File: src/rtl/factor_checker_pkg.sv
// Shared constants for the factor checker: FSM state encodings and default width.
package factor_checker_pkg;

  localparam int FC_WIDTH = 32;

  // FSM state encodings
  localparam logic [1:0] S_IDLE   = 2'd0;
  localparam logic [1:0] S_CHECK  = 2'd1;
  localparam logic [1:0] S_DIVIDE = 2'd2;
  localparam logic [1:0] S_DONE   = 2'd3;

endpackage

File: src/rtl/div_step.sv
// One restoring-division step: shift the next dividend bit into the partial
// remainder, subtract the divisor if it fits, and shift the quotient bit in.
module div_step
  import factor_checker_pkg::*;
#(
  parameter int WIDTH = FC_WIDTH
) (
  input  logic [WIDTH-1:0] acc,
  input  logic [WIDTH-1:0] quo,
  input  logic [WIDTH-1:0] divisor,
  output logic [WIDTH-1:0] acc_next,
  output logic [WIDTH-1:0] quo_next
);

  // Partial remainder is kept one bit wider so a divisor above 2^(WIDTH-1)
  // cannot overflow the shifted value.
  logic [WIDTH:0] t;
  logic           ge;

  assign t  = {acc, quo[WIDTH-1]};
  assign ge = (t >= {1'b0, divisor});

  // Restore or subtract; the difference is always < divisor so WIDTH bits suffice.
  always_comb begin
    acc_next = t[WIDTH-1:0];
    if (ge) acc_next = t[WIDTH-1:0] - divisor;
    quo_next = {quo[WIDTH-2:0], ge};
  end

endmodule

File: config.mk
export PLATFORM = sky130hd
export DESIGN_NAME = div_step
export DESIGN_NICKNAME = d
export VERILOG_FILES = /design/src/rtl/factor_checker_pkg.sv /design/src/rtl/div_step.sv
export SDC_FILE = /design/constraint.sdc
export NUM_CORES = 1
export LEC_CHECK = 0
export BUFFER_PORTS_ARGS = -buffer_cell sky130_fd_sc_hd__buf_2
export CAP_MARGIN = 20
export CORE_MARGIN = 5
export CORE_UTILIZATION = 41
export DETAILED_ROUTE_END_ITERATION = 6
export PLACE_DENSITY_LB_ADDON = 0.15
export SLEW_MARGIN = 20
export SYNTH_ARGS = -nofsm -noshare
export SYNTH_HDL_FRONTEND = slang
export SYNTH_SLANG_ARGS = --single-unit
File: constraint.sdc
create_clock -name vclk -period 2.46
set_input_delay 0 -clock vclk [all_inputs]
set_output_delay 0 -clock vclk [all_outputs]
set_load 0.05 [all_outputs]
# ---- Word-level counts from Yosys, hierarchy flattened
# Index checks and enable logic that the tools add are counted.
dict set report totals {
  register_bits 0
  latchBits 0
  mem_bits_rw 0
  romBits 0
  inputBits 96
  output_inout_bits 64
  wordCells 3
  mem_count 0
}
dict set report op_classes {
  addsub 1
  mul 0
  div 0
  order_cmp 1
  eq_ne 0
  shifts 0
  n_mux 1
  n_bitwise 0
  reduce_logical 0
}
# op n
set ops {}
lappend ops {{33-bit by 32-bit greater-or-equal comparator with 1-bit output} 1}
lappend ops {{32-bit 2-to-1 mux} 1}
lappend ops {{32-bit subtractor} 1}

# ---- Logic depth before layout (Yosys ltp)
# Gate-level depths: netlist of the first run.
dict set report depth {
  depth_word 2
  depth_mapped 14
  depth_no_buf 11
}

# ---- Least setup slack after synthesis of the first run
# OpenSTA, ideal clock, no wires.
dict set report synth_timing {
  kind {input port to output port}
  startpoint {input divisor[7]}
  endpoint {output acc_next[31]}
  t_arrival_ns 3.555
  required_ns 2.460
  path_slack_ns -1.095
  path_stages 10
  path_cell_list {inv_1 -> ha_1 -> a21oi_2 -> a211oi_1 -> or3_4 -> nor4b_4 -> and2b_1 -> a31o_2 -> and3_1 -> o41ai_1}
}
dict set report synth_via {
  elab_chain_len 2
  word_cells_on_any_way 3
  cone_classes {1 x add/sub; 1 x order compare; 1 x mux}
}
# element line_no
set synth_lines {}
lappend synth_lines {{start, declared} div_step.sv:10} ;# input logic [WIDTH-1:0] divisor,
lappend synth_lines {{32-bit subtractor / 33-bit by 32-bit greater-or-equal comparator with 1-bit output (equally long branches)} {div_step.sv:26, div_step.sv:21}}
lappend synth_lines {{32-bit 2-to-1 mux *} div_step.sv:26} ;# if (ge) acc_next = t[WIDTH-1:0] - divisor;
lappend synth_lines {{end, declared} div_step.sv:11} ;# output logic [WIDTH-1:0] acc_next,
# Mark *: on every way between the ends. The rest lies on a longest branch, timed or not.

# ---- Worst setup path after layout of the first run
# Same ends and word-level chain as after synthesis.

==> results of run 1 <==
==> where the power goes <==
part / internal [mW] / switching [mW]
Combinational: 0.745 / 0.911
Sequential: 0 / 0
Clock: 0 / 0
==> logic make-up (layout without fill, tap and decap cells) <==
family                   count (synthesis)  count (layout)  share of synthesized area [%]
multiplexers                            32              32                           15.2
buffers and inverters                   86             195                           18.2
XOR/XNOR                                26              26                           8.86
AND/OR/NAND/NOR                         89              89                           17.6
adder cells (fa/ha/maj)                 33              33                           16.4
AO/OA/AOI/OAI                           89              89                           23.7
==> area by class of cell <==
class,instances,area share [%]
well taps,75,2.43
repair buffers,154,31.8
inverters,41,4.37
multi-input cells,269,61.4
==> critical path: stages <==
cell	delay [ps]
buf_6	90
inv_2	50
ha_4	210
a21oi_4	150
a211oi_2	80
or3_4	350
nor4b_4	350
and2b_2	300
a31o_4	260
and3_4	170
o41ai_4	210
buf_6	210
==> path summary, 6_finish.rpt <==
check	slack, ps	startpoint	end	cells past startpoint
worst min-delay path	0.02	quo[3]	quo_next[4]	0
worst max-delay path	20	divisor[7]	acc_next[31]	12
==> metal layers <==
metal / global-route usage, % / wire length [microns] / up-vias / share of wire, %
met5: 0 / 0 / - / 0
met1: 22.6 / 3310 / 1316 / 43
li1: - / - / 1445 / -
met4: 0.135 / 41 / 0 / 0.53
met3: 1.11 / 486 / 4 / 6.3
met2: 31.8 / 3910 / 93 / 50
==> cells in the final DEF (no fill, tap or decap), types with 7 or more instances in the layout <==
cell	instances
buf_2	57
buf_4	54
buf_6	37
inv_1	31
a21oi_1	26
nand2_1	23
nor2_1	22
ha_1	21
xnor2_1	18
mux2_2	18
o21ai_0	12
mux2_4	11
ha_4	11
nand4_1	9
a21o_1	9
xor2_1	8
nand3_1	7
==> stage by stage <==
stage	cell area [sq um]	utilization [%]	instances	setup slack (ps)
after floorplan	2600	-	355	-179
after global placement	3270	54.3	533	-129
after detailed placement	3270	54.3	533	-185
after CTS	3470	57.7	534	-1.45
after global routing	3860	64.1	539	-71.4
final	3860	64.1	539	20.2
==> repair_timing <==
action                     CTS  global route
pin swaps                   13            11
gates cloned                 0             2
setup endpoints to repair   32            32
resized for setup           44            99
setup buffers                1             3
==> metrics.yaml, run 1 <==
coreArea_sq_mm: 0.00603
outcome: "complete, no violations"
yosys_warnings: 0
vias_per_cell: 5.30
timing.slew.headroom_pct: 63.7
wl_mm: 7.75
start_util_pct: 42.7
seq_area_frac_synth_pct: 0
worstSetupPathType: "input pin to primary output"
die_h_microns: 89.2
tns_ps: 0
yosysTopAreaCell: "ha_1"
grt_usage_pct: 17.0
dpl.hpwl_mm: 6.01
drv_cap: 0
power_mw: 1.66
end_kind: "primary output"
area_growth_pct: 50.2
rows: 28
cts-hold-fix-buffers: 0
synth_area_leaders: "ha_1 (16%), buf_4 (9.3%), mux2_2 (8.8%)"
final_layout_size_suffix_gt1_share_pct: 50.0
netlist_area_sq_mm: 0.00257
die_area_sq_mm: 0.00795
die_w_microns: 89.2
routabilityCongestion: 0.834
ir_worst_vdd_mv: 0.279
vias: 2858
regArea_sq_um: 0
num-nets-final: 595
critPathMaxFanout: 4
setup_viol: 0
grt_pass1_wl_mm: 11.4
hold_class: "input pin to primary output"
fill_cells: 541
worstSetupStartpointType: "input pin"
hold_violations: 0
ant_nets: 0
placement.io_buffers: 98
nClkBuffers: 0
synth_top_area_share_pct: 15.6
antenna_found_initial: 0
drtIter0Drc: 82
period_minus_slack_ps: 2440
insertedDiodeCount: 0
fin_crit_sh_pct: 99.2
grt_overflow_total: 0
slew_violations: 0
synthTopCellsByCount: "inv_1 (40), buf_4 (32), ha_1 (32)"
grt_start_max_net_pins: 16
power_density_mw_per_mm2: 429
avgSynthCellArea_sq_um: 7.24
required_ps: 2460
synth_fp_nets: 484
synth.distinct_cells: 51
tightest_slew_ps: 537
fin_hold_ws_ps: 0.0220
p_leak_nw: 1.92
first_global_vias: 2628
dr.pass1.iters: 4
fmax_mhz: 410
remaining_drc_errors: 0
multi_input_area_sq_mm: 0.00237
ios: 160
wl_per_cell_microns: 14.4
syn_inst: 355
seq_cells: 0
rsz0062_at_grt: "true"
critPathArrivalTime_ps: 2440
synth.most_common_cell: "inv_1"
Note: power is estimated with default switching activity, not from simulation.
==> run 2: changes to the inputs <==
--- a/config.mk
+++ b/config.mk
@@ -7,8 +7,10 @@
 export LEC_CHECK = 0
 export BUFFER_PORTS_ARGS = -buffer_cell sky130_fd_sc_hd__buf_2
 export CAP_MARGIN = 20
+export CELL_PAD_IN_SITES_DETAIL_PLACEMENT = 1
+export CELL_PAD_IN_SITES_GLOBAL_PLACEMENT = 2
 export CORE_MARGIN = 5
-export CORE_UTILIZATION = 41
+export CORE_UTILIZATION = 20
 export DETAILED_ROUTE_END_ITERATION = 6
 export PLACE_DENSITY_LB_ADDON = 0.15
 export SLEW_MARGIN = 20
==> run 2 against run 1 <==
  * Final cell count is 20% higher
  * Die area is 91% higher
  * Design area increased by 4.4%
  * Fmax down 3.1%
  * Largest power group unchanged
  * Via count grew 0.24%
  * Routed wire length grew 19%
  * Critical path depth rose by 2
  * First-iteration DRC count fell by 50%
  * Highest routed layer unchanged
  * Combinational power barely moved
  * Clock-buffer cell count is the same
  * The flow now finishes with violations (setup timing)
  * Worst setup slack got worse by 77 ps
  * Sequential share of layout area stayed put
==> metrics.yaml, run 2 (synthesized netlist as in run 1, its figures left out) <==
required_ps: 2460  # about the same
grt_overflow_total: 0  # unchanged
rows: 41  # +46%
tns_ps: -1260  # -1260 ps
rsz0062_at_grt: "true"
die_h_microns: 123  # +38%
critPathMaxFanout: 8  # +4
fmax_mhz: 397  # -3.1%
slowest_delay_ps: 420  # +70 ps
tightest_slew_ps: 582  # +44.9 ps
setup_viol: 29  # +29
critPathArrivalTime_ps: 2520  # +80 ps
remaining_drc_errors: 0  # unchanged
grt_start_max_net_pins: 14  # -2
first_global_vias: 3130  # +19%
outcome: "finished, violations left"
final_common_cell: "buf_4"
grt_usage_pct: 11.7  # -5.3 points
vias_per_cell: 4.41  # -17%
regArea_sq_um: 0  # unchanged
seq_cells: 0  # unchanged
hold_class: "input pin to primary output"
timing.slew.headroom_pct: 60.7  # -3.0 points
power_density_mw_per_mm2: 420  # -2.1%
hold_violations: 0  # unchanged
ios: 160  # unchanged
vias: 2865  # +0.24%
area_growth_pct: 56.9
period_minus_slack_ps: 2520  # +77.0 ps
slew_violations: 0  # unchanged
failed_checks: "setup timing"
end_kind: "primary output"
final_core_util_pct: 32.0  # -32 points
ant_nets: 0  # unchanged
start_util_pct: 20.4  # -22 points
worstSetupStartpointType: "input pin"
num-nets-final: 608  # +2.2%
path_buf_inv: 5  # +2
nClkBuffers: 0  # unchanged
wl_per_cell_microns: 14.2  # -1.3%
p_leak_nw: 1.95  # +2.0%
drtIter0Drc: 41  # -50%
dpl.hpwl_mm: 8.05  # +34%
ir_worst_vdd_mv: 0.154  # -45%
worstSetupPathType: "input pin to primary output"
dr.pass1.iters: 4  # unchanged
routabilityCongestion: 0.758  # -9.0%
path_cells: "buf_6 > inv_4 > ha_4 > a21oi_4 > a211oi_2 > or3_4 > nor4b_4 > o21ai_2 > a31oi_4 > o21a_4 > inv_6 > buf_16 > mux2_4 > buf_8"
slowest_stage: "nor4b_4"
antenna_found_initial: 0  # unchanged
crit_family: "simple AND/OR/NAND/NOR gates"
fin_crit_sh_pct: 102  # +3.1 points
fin_ws_ps: -56.8  # -77.0 ps
coreArea_sq_mm: 0.0126  # +110%
final_layout_size_suffix_gt1_share_pct: 51.4  # +1.4 points
wl_mm: 9.21  # +19%
grt_pass1_wl_mm: 15.0  # +32%
die_w_microns: 123  # +38%
drv_cap: 0  # unchanged
die_area_sq_mm: 0.0152  # +91%
fill_cells: 1569  # +190%
placement.io_buffers: 98  # unchanged
final_cell_mix: "buf_4 (68), buf_2 (61), buf_6 (34)"
insertedDiodeCount: 0  # unchanged
==> run 2: changes by cell type in the layout (fill, tap and decap cells not counted), moves of 2 or more <==
cell | before | now
mux2_4 | 11 | 9
buf_6 | 37 | 34
a21oi_1 | 26 | 24
mux2_2 | 18 | 20
a21oi_2 | 0 | 2
buf_2 | 57 | 61
clkbuf_16 | 2 | 0
buf_4 | 54 | 68
inv_4 | 3 | 1
==> run 2: cell type report <==
cell class | instances | area [sq um] | area share, %
Multi-Input combinational cell | 269 | 2380 | 58.9
Timing Repair Buffer | 167 | 1280 | 31.8
Tap cell | 172 | 215 | 5.33
Inverter | 41 | 161 | 4.00
==> run 2: path summary, 6_finish.rpt <==
kind	to	slack, ps	start	cells past startpoint
max	acc_next[24]	-60	divisor[7]	14
min	quo_next[30]	0.02	quo[29]	0
==> run 2: what timing repair did <==
action | in CTS | in global routing
hold endpoints to repair | 0 | 0
gates resized for setup | 102 | 15
setup endpoints to repair | 33 | 32
pin swaps | 21 | 9
gates cloned | 1 | 0
buffers inserted | 5 | 1
hold buffers | 0 | 0
==> run 2: stage by stage <==
stage	std cells	power (mW)	worst slack [ps]	instance area [sq um]	hold WS (ps)
6_report	649	1.69	-56.8	4030	0.0193
3_3_place_gp	642	1.44	-271	3480	0.341
3_5_place_dp	642	1.45	-334	3480	0.341
2_1_floorplan	355	1.15	-179	2600	167
5_1_grt	649	1.82	-145	4030	0.0718
4_1_cts	648	1.68	-103	3960	0.341
==> run 2: where the power goes <==
| part | internal [mW] | total (mW) | switching, mW | leakage (nW) |
|---|---|---|---|---|
| logic | 0.759 | 1.69 | 0.934 | 1.95 |
| registers | 0 | 0 | 0 | 0 |
| clock network | 0 | 0 | 0 | 0 |
| total | 0.759 | 1.69 | 0.934 | 1.95 |
==> run 2: metal layers <==
metal | GRT usage [%] | part of all wire (%)
met1 | 16.2 | 46
met2 | 21.0 | 49
met3 | 0.778 | 5.1
met4 | 0.208 | 0.033
met5 | 0 | 0
